<file path="src/rtl/native_app_to_axi4_master.sv">
// Bridges a MIG-style native app slave port onto single-beat AXI4 master
// transactions. One command is in flight at a time; write data is staged in
// a small FIFO so it may arrive before, with or after its command.
module native_app_to_axi4_master #(
  parameter int ADDR_WIDTH = 27,
  parameter int DATA_WIDTH = 256,
  parameter int ADDR_SHIFT = 0,
  parameter int ID_WIDTH   = 4,
  parameter int AXI_ID     = 0,
  parameter int WDF_DEPTH  = 4
) (
  input  logic                             clock,
  input  logic                             rst,
  // native app slave side
  input  logic [ADDR_WIDTH-1:0]            app_addr,
  input  logic [2:0]                       app_cmd,
  input  logic                             app_en,
  output logic                             app_rdy,
  input  logic [DATA_WIDTH-1:0]            app_wdf_data,
  input  logic [DATA_WIDTH/8-1:0]          app_wdf_mask,
  input  logic                             app_wdf_wren,
  input  logic                             app_wdf_end,
  output logic                             app_wdf_rdy,
  output logic [DATA_WIDTH-1:0]            app_rd_data,
  output logic                             app_rd_data_valid,
  output logic                             app_rd_data_end,
  output logic                             init_calib_complete,
  output logic                             resp_err,
  // AXI4 write address
  output logic [ID_WIDTH-1:0]              m_awid,
  output logic [ADDR_WIDTH+ADDR_SHIFT-1:0] m_awaddr,
  output logic [7:0]                       m_awlen,
  output logic [2:0]                       m_awsize,
  output logic [1:0]                       m_awburst,
  output logic                             m_awvalid,
  input  logic                             m_awready,
  // AXI4 write data
  output logic [DATA_WIDTH-1:0]            m_wdata,
  output logic [DATA_WIDTH/8-1:0]          m_wstrb,
  output logic                             m_wlast,
  output logic                             m_wvalid,
  input  logic                             m_wready,
  // AXI4 write response
  input  logic [ID_WIDTH-1:0]              m_bid,
  input  logic [1:0]                       m_bresp,
  input  logic                             m_bvalid,
  output logic                             m_bready,
  // AXI4 read address
  output logic [ID_WIDTH-1:0]              m_arid,
  output logic [ADDR_WIDTH+ADDR_SHIFT-1:0] m_araddr,
  output logic [7:0]                       m_arlen,
  output logic [2:0]                       m_arsize,
  output logic [1:0]                       m_arburst,
  output logic                             m_arvalid,
  input  logic                             m_arready,
  // AXI4 read data
  input  logic [DATA_WIDTH-1:0]            m_rdata,
  input  logic [1:0]                       m_rresp,
  input  logic                             m_rlast,
  input  logic                             m_rvalid,
  output logic                             m_rready
);

  localparam int AXI_AW  = ADDR_WIDTH + ADDR_SHIFT;
  localparam int STRB_W  = DATA_WIDTH / 8;
  localparam int ENTRY_W = DATA_WIDTH + STRB_W;
  localparam int PTR_W   = $clog2(WDF_DEPTH);
  localparam logic [2:0] BEAT_SIZE = 3'($clog2(STRB_W));

  typedef enum logic [2:0] {
    IDLE    = 3'd0,
    WR_REQ  = 3'd1,
    WR_RESP = 3'd2,
    RD_REQ  = 3'd3,
    RD_DATA = 3'd4
  } state_t;

  state_t                  r_state;
  logic                    r_calib;
  logic [ADDR_WIDTH-1:0]   r_addr;
  logic                    r_awvalid;
  logic                    r_arvalid;
  logic                    r_aw_done;
  logic                    r_w_done;
  logic [DATA_WIDTH-1:0]   r_rd_data;
  logic                    r_rd_valid;
  logic                    r_resp_err;

  // write-data FIFO: mask is stored alongside data, pointers carry a wrap bit
  logic [ENTRY_W-1:0]      r_mem [WDF_DEPTH];
  logic [PTR_W:0]          r_wr_ptr;
  logic [PTR_W:0]          r_rd_ptr;

  logic                    w_full;
  logic                    w_empty;
  logic                    w_push;
  logic                    w_pop;
  logic                    w_wdf_rdy;
  logic                    w_app_rdy;
  logic                    w_wvalid;
  logic                    w_aw_hs;
  logic                    w_w_hs;
  logic [ENTRY_W-1:0]      w_head;
  logic [AXI_AW-1:0]       w_axi_addr;
  logic                    w_unused;

  // these inputs carry no information for single-beat transfers
  assign w_unused = ^{app_wdf_end, m_bid, m_rlast};

  assign w_empty   = (r_wr_ptr == r_rd_ptr);
  assign w_full    = (r_wr_ptr[PTR_W] != r_rd_ptr[PTR_W]) &&
                     (r_wr_ptr[PTR_W-1:0] == r_rd_ptr[PTR_W-1:0]);
  // gating with calibration keeps the data port closed while in reset
  assign w_wdf_rdy = !w_full && r_calib;
  assign w_push    = app_wdf_wren && w_wdf_rdy;
  assign w_head    = r_mem[r_rd_ptr[PTR_W-1:0]];

  assign w_app_rdy = (r_state == IDLE) && r_calib;
  assign w_wvalid  = (r_state == WR_REQ) && !w_empty && !r_w_done;
  assign w_pop     = w_wvalid && m_wready;
  assign w_aw_hs   = r_awvalid && m_awready;
  assign w_w_hs    = w_pop;
  assign w_axi_addr = AXI_AW'(r_addr) << ADDR_SHIFT;

  // calibration flag: usable from the first clock after reset release
  always_ff @(posedge clock or posedge rst) begin
    if (rst) r_calib <= 1'b0;
    else     r_calib <= 1'b1;
  end

  // FIFO storage, no reset needed since the pointers gate visibility
  always_ff @(posedge clock) begin
    if (w_push) r_mem[r_wr_ptr[PTR_W-1:0]] <= {app_wdf_mask, app_wdf_data};
  end

  // FIFO pointers; reset flushes any staged beats
  always_ff @(posedge clock or posedge rst) begin
    if (rst) begin
      r_wr_ptr <= '0;
      r_rd_ptr <= '0;
    end else begin
      if (w_push) r_wr_ptr <= r_wr_ptr + 1'b1;
      if (w_pop)  r_rd_ptr <= r_rd_ptr + 1'b1;
    end
  end

  // command FSM with registered AXI valids, read data and sticky error
  always_ff @(posedge clock or posedge rst) begin
    if (rst) begin
      r_state    <= IDLE;
      r_addr     <= '0;
      r_awvalid  <= 1'b0;
      r_arvalid  <= 1'b0;
      r_aw_done  <= 1'b0;
      r_w_done   <= 1'b0;
      r_rd_data  <= '0;
      r_rd_valid <= 1'b0;
      r_resp_err <= 1'b0;
    end else begin
      r_rd_valid <= 1'b0;
      case (r_state)
        IDLE: begin
          if (app_en && w_app_rdy) begin
            r_addr    <= app_addr;
            r_aw_done <= 1'b0;
            r_w_done  <= 1'b0;
            if (app_cmd == 3'd0) begin
              r_state   <= WR_REQ;
              r_awvalid <= 1'b1;
            end else if (app_cmd == 3'd1) begin
              r_state   <= RD_REQ;
              r_arvalid <= 1'b1;
            end
          end
        end
        WR_REQ: begin
          if (w_aw_hs) begin
            r_awvalid <= 1'b0;
            r_aw_done <= 1'b1;
          end
          if (w_w_hs) r_w_done <= 1'b1;
          // both halves may finish in the same cycle
          if ((r_aw_done || w_aw_hs) && (r_w_done || w_w_hs)) r_state <= WR_RESP;
        end
        WR_RESP: begin
          if (m_bvalid) begin
            r_state <= IDLE;
            if (m_bresp != 2'b00) r_resp_err <= 1'b1;
          end
        end
        RD_REQ: begin
          if (m_arready) begin
            r_arvalid <= 1'b0;
            r_state   <= RD_DATA;
          end
        end
        RD_DATA: begin
          // single beat: completion does not wait on rlast
          if (m_rvalid) begin
            r_rd_data  <= m_rdata;
            r_rd_valid <= 1'b1;
            r_state    <= IDLE;
            if (m_rresp != 2'b00) r_resp_err <= 1'b1;
          end
        end
        default: r_state <= IDLE;
      endcase
    end
  end

  assign app_rdy             = w_app_rdy;
  assign app_wdf_rdy         = w_wdf_rdy;
  assign app_rd_data         = r_rd_data;
  assign app_rd_data_valid   = r_rd_valid;
  assign app_rd_data_end     = r_rd_valid;
  assign init_calib_complete = r_calib;
  assign resp_err            = r_resp_err;

  assign m_awid    = ID_WIDTH'(AXI_ID);
  assign m_awaddr  = w_axi_addr;
  assign m_awlen   = 8'd0;
  assign m_awsize  = BEAT_SIZE;
  assign m_awburst = 2'b01;
  assign m_awvalid = r_awvalid;

  assign m_wdata   = w_head[DATA_WIDTH-1:0];
  assign m_wstrb   = ~w_head[ENTRY_W-1:DATA_WIDTH];
  assign m_wlast   = 1'b1;
  assign m_wvalid  = w_wvalid;

  assign m_bready  = (r_state == WR_RESP);

  assign m_arid    = ID_WIDTH'(AXI_ID);
  assign m_araddr  = w_axi_addr;
  assign m_arlen   = 8'd0;
  assign m_arsize  = BEAT_SIZE;
  assign m_arburst = 2'b01;
  assign m_arvalid = r_arvalid;

  assign m_rready  = (r_state == RD_DATA);

endmodule

</file>
<file path="config.mk">
export PLATFORM = sky130hd
export DESIGN_NAME = native_app_to_axi4_master
export DESIGN_NICKNAME = d
export VERILOG_FILES = /design/src/rtl/native_app_to_axi4_master.sv
export SDC_FILE = /design/constraint.sdc
export NUM_CORES = 1
export LEC_CHECK = 0
export BUFFER_PORTS_ARGS = -buffer_cell sky130_fd_sc_hd__buf_2
export CELL_PAD_IN_SITES_DETAIL_PLACEMENT = 0
export CELL_PAD_IN_SITES_GLOBAL_PLACEMENT = 1
export CORE_AREA = 2 2 485 487
export DETAILED_ROUTE_END_ITERATION = 10
export DIE_AREA = 0 0 487 489
export PLACE_DENSITY_LB_ADDON = 0.12
export SLEW_MARGIN = 5
export SYNTH_ARGS = -nofsm -noshare
export SYNTH_HDL_FRONTEND = slang
export SYNTH_SLANG_ARGS = --single-unit
</file>
<file path="constraint.sdc">
create_clock -name clock -period 24 [get_ports clock]
set_clock_uncertainty 0.15 [all_clocks]
set_input_delay 3.6 -clock clock [delete_from_list [all_inputs] [get_ports clock]]
set_output_delay 3.6 -clock clock [all_outputs]
set_load 0.02 [all_outputs]
</file>
Word level (Yosys, flattened, before mapping)
Memories as Yosys holds them, arrays and structs flattened.
Cells that the tools add are included.

storage, ports and cells
  register bits after elaboration = 299
  RAM bits = 1152
  input port bits = 593
  output and inout bits = 644
  memories kept = 1

cells by class
  add/subtract/negate cells = 2
  eq/ne operators = 21
  mux-type cells = 31
  bitwise logic cells = 1
  reduce and logical (&&, ||, !) cells = 30

memory list
  name   depth  width  rd ports  clocked after memory_dff  write ports  RTL line  source
  r_mem  4      288    1         0                         1            90        logic [ENTRY_W-1:0] r_mem [WDF_DEPTH];

operators with widths
  kind                                                                      count
  32-bit inverter                                                           1
  3-bit 2-to-1 mux                                                          7
  1-bit 2-to-1 mux                                                          18
  3-bit one-hot mux with 5 select lines                                     1
  2-bit by 1-bit inequality test with 1-bit output (second input constant)  6
  2-bit inequality test (second input constant)                             6
  1-bit logical AND                                                         10
  1-bit one-hot mux with 2 select lines                                     5
  5-bit AND reduction                                                       2
  2-bit nonzero test                                                        5
  3-bit by 1-bit adder with 3-bit output (second input constant)            2
  3-bit by 1-bit equality test with 1-bit output (second input constant)    2
  3-bit by 2-bit equality test with 1-bit output (second input constant)    2
  3-bit logical NOT                                                         2
  3-bit AND reduction                                                       2
  6-bit AND reduction                                                       1
  2-bit AND reduction                                                       2
  4-bit AND reduction                                                       1
  3-bit equality test                                                       1
  3-bit equality test (second input constant)                               1
  1-bit logical NOT                                                         3
  3-bit by 1-bit inequality test with 1-bit output (second input constant)  1
  2-bit equality test                                                       1
  1-bit logical OR                                                          2
  1-bit inequality test                                                     1

Depth between registers and ports, before layout
  depth in word-level cells = 9
  gate-level depth with buffers = 7

Least setup slack after synthesis
Ideal clock, no wire load.

  kind = input to register
  from = input app_wdf_wren
  to = memory r_mem[0][0] in the netlist's numbering, enable pin
  library setup time = 0.688 ns
  arrival time = 10.202 ns
  setup slack = 12.960 ns
  stages on the path = 1
  cells stage by stage = and3_1

on the way
  word-level cells in the longest chain between the ends = 3

RTL lines
  item                                    RTL line  source
  from (decl)                             21        input logic app_wdf_wren,
  1-bit logical AND                       115       assign w_push = app_wdf_wren && w_wdf_rdy;
  1-bit 2-to-1 mux                        133       if (w_push) r_mem[r_wr_ptr[PTR_W-1:0]] <= {app_wdf_mask, app_wdf_data};
  1-bit 2-to-1 mux (implied by the code)  133
  to (decl)                               90

Every way passes these cells.

Worst setup path in the final report
  from = register r_rd_ptr[1]
  to = output m_wdata[190]

on the way
  word-level cells in the longest chain between the ends = 1

RTL lines
  item                     RTL line  source
  from (decl)              92        logic [PTR_W:0] r_rd_ptr;
  from (signal assigned)   143       if (w_pop) r_rd_ptr <= r_rd_ptr + 1'b1;
  memory read 4 x 288 bit  --
  to (decl)                38        output logic [DATA_WIDTH-1:0] m_wdata,

Every way passes these cells.

==> flow_metrics.tcl <==
set metrics [dict create \
    gp_congestion 0.773 \
    tightest_slew_ps 1080 \
    tns_ps 0 \
    hold_buffers 0 \
    grt_pass1_vias 28854 \
    design_area_mm2 0.0685 \
    wl_per_cell_um 28.4 \
    cts_tree "yes" \
    crit_fanout 118 \
    period_share_pct 35.7 \
    synthesis.area_mm2 0.0536 \
    power.density_mw_per_mm2 131 \
    synth_xor_area_share_pct 0.114 \
    ys_ff_latch 1451 \
    syn_inst 2291 \
    max_cap_violations 0 \
    stdcell_count 6796 \
    cp_cell_sequence "buf_4 -> buf_12 -> buf_4 -> mux4_2 -> buf_2" \
    clk_latency_ps 790 \
    drive_gt1_share_pct 54.7 \
    synth-adder-area-share_pct 0.117 \
    critical-path-top-delay-family "buffers and inverters" \
    path_buf_inv 4 \
    portBuffers 1195 \
    maxSlewViolCount 0 \
    cts_buffers 174 \
    finalSetupViolCount 0 \
    num_vias 27976 \
    grt_pass1_wl_um 256000 \
    cp-end-kind "output port" \
    die_area_mm2 0.238 \
    min_period_ps 8570 \
    synthSimpleGateAreaFrac_pct 0.450 \
    arrival_ps 4820 \
    remaining_drc_errors 0 \
    initial_utilization_pct 23.0 \
    core_mm2 0.234 \
    syn_area_per_cell_um2 23.4 \
    post-dp-hpwl_um 138000 \
    grt_max_degree 131 \
    status "complete, no violations" \
    layout_setup_ws_ps 15430 \
    synth-seq-area-share_pct 78.4 \
    synth_top_family_by_area "multiplexers" \
    cts_resized 0 \
    io-pin-count 1237 \
    cpPeakStageDelay_ps 860 \
    drt-total-wl_um 193000 \
    rows 178 \
    ant_nets 0 \
    clockBufferDepth 3 \
    slew_headroom_pct 28.3 \
    final-hold-violation-count 0 \
    cts.sinks 1451 \
    max_freq_mhz 117 \
    areaGrowthSynthToFinish_pct 27.8 \
    ir_drop_mv 0.0825 \
    required_ps 20250 \
    synth_edf_count 1152 \
    power_leakage_uw 0.0258 \
    first_pass_iters 5 \
    synth.area.mux_share_pct 18.3 \
    critical_path_class "reg2out" \
    hp-class "reg2reg" \
    nNetsFinal 4168 \
    grt_use_total_pct 15.7 \
    ys.flop_type "edfxtp_1" \
    async_reset_ff_share_pct 20.6 \
    ys_types 41 \
    drt_iter0_markers 1520 \
    grt_overflow 0 \
    synth_compound_area_share_pct 0.182 \
    rsz0062_at_grt "false" \
    die_x_um 487 \
    ctsHtreeMaxLevel 4 \
    holdWs_ps 313 \
    root_buffer "clkbuf_16" \
    die_y_um 489 \
    crit_path_top_delay_cell "buf_4" \
    crit_top_cell "buf_4" \
    yosysWarningCount 0 \
    dpl.cell_count 6454 \
    viasPerCell 4.12 \
    post_cts_buffers 0 \
    clk_pin_slew_ps 60 \
    place_worst_setup_slack_ps 15730 \
    placed_cell_area_mm2 0.0628 \
    antenna_found_initial 176 \
    cp-start-kind "register" \
]
-- routing by layer --
layer  wire, um  share of wire (%)  track usage (%)  vias to the layer above
met1      67800                 35             16.6                    14363
li1           -                  -                -                    11829
met5        673               0.35                0                        -
met3      26300                 14             10.1                      481
met2      93000                 48             25.8                     1199
met4       5360                2.8             3.84                      104
-- cells in the final DEF, fill, tap and decap left out, types with 7 or more instances in the layout --
cell	instances
dfrtp_1	297
edfxtp_1	1152
conb_1	36
clkbuf_1	33
mux2_4	28
buf_12	7
mux2_1	32
mux4_2	288
clkinv_16	7
clkinv_2	30
mux2_2	225
clkbuf_8	7
bufinv_16	12
clkbuf_16	176
inv_1	37
clkinv_1	40
diode_2	25
buf_4	29
buf_2	1195
-- area by class of cell --
type | instances | area, um2
clock inverter | 101 | 1020
fill | 23253 | 165000
antenna | 25 | 62.6
clock buffer | 216 | 4620
multi-input combinational | 673 | 10400
sequential | 1451 | 42100
timing repair buffer | 1231 | 6340
inverter | 39 | 161
tap | 3060 | 3830
-- where the power goes --
part / switching, uW / internal (uW) / total, uW
registers: 192 / 3200 / 3390
logic: 1920 / 1060 / 2980
clock network: 1100 / 1500 / 2610
total: 3210 / 5760 / 8980
-- metrics by stage --
step / util (%) / total power, uW
2_1_floorplan: - / 5310
3_3_place_gp: 26.9 / 6530
3_5_place_dp: 26.9 / 6530
4_1_cts: 29.3 / 9190
5_1_grt: 29.3 / 9450
6_report: 29.3 / 8980
-- registers in the layout, summed over array words and instances, names as in the netlist, 3 cells and up --
register / flops
r_rd_ptr: 3
app_rd_data: 256
r_state: 3
r_wr_ptr: 3
m_araddr: 27
r_mem: 1152
-- synthesized netlist by cell type (5+ instances only) --
library cell	number	share of area (%)
xnor2_1	6	0.098
buf_2	42	0.39
dfrtp_1	299	14
clkbuf_1	14	0.098
mux2_1	32	0.67
nand2_1	6	0.042
buf_6	29	0.61
buf_4	73	1.0
edfxtp_1	1152	64
mux2_4	28	0.78
mux2_2	225	4.7
mux4_2	288	12
ha_1	5	0.12
inv_1	39	0.27
nor2_1	6	0.042
o21ai_0	5	0.047
-- cells by family (layout without fill, tap and decap cells) --
kind of cell	count (synthesis)	count (layout)
AO/OA/AOI/OAI	14	14
adder cells (fa/ha/maj)	5	5
multiplexers	573	573
XOR/XNOR	7	7
AND/OR/NAND/NOR	38	38
buffers and inverters	201	1587
other	2	61
flip-flops	1451	1451
-- path summary, 6_finish.rpt --
check                       startpoint               to  slack (ps)  cells after the start
min reg2reg                   resp_err         resp_err         310                      1
max in group asynchronous          rst  app_rd_data[79]       17910                      5
min in group asynchronous          rst  app_rd_data[56]        2700                      2
max reg2reg                r_rd_ptr[0]    r_mem[1][151]       17850                      9
min                           resp_err         resp_err         310                      1
max                        r_rd_ptr[1]     m_wdata[190]       15430                      5
(Power assumes the default switching activity.)
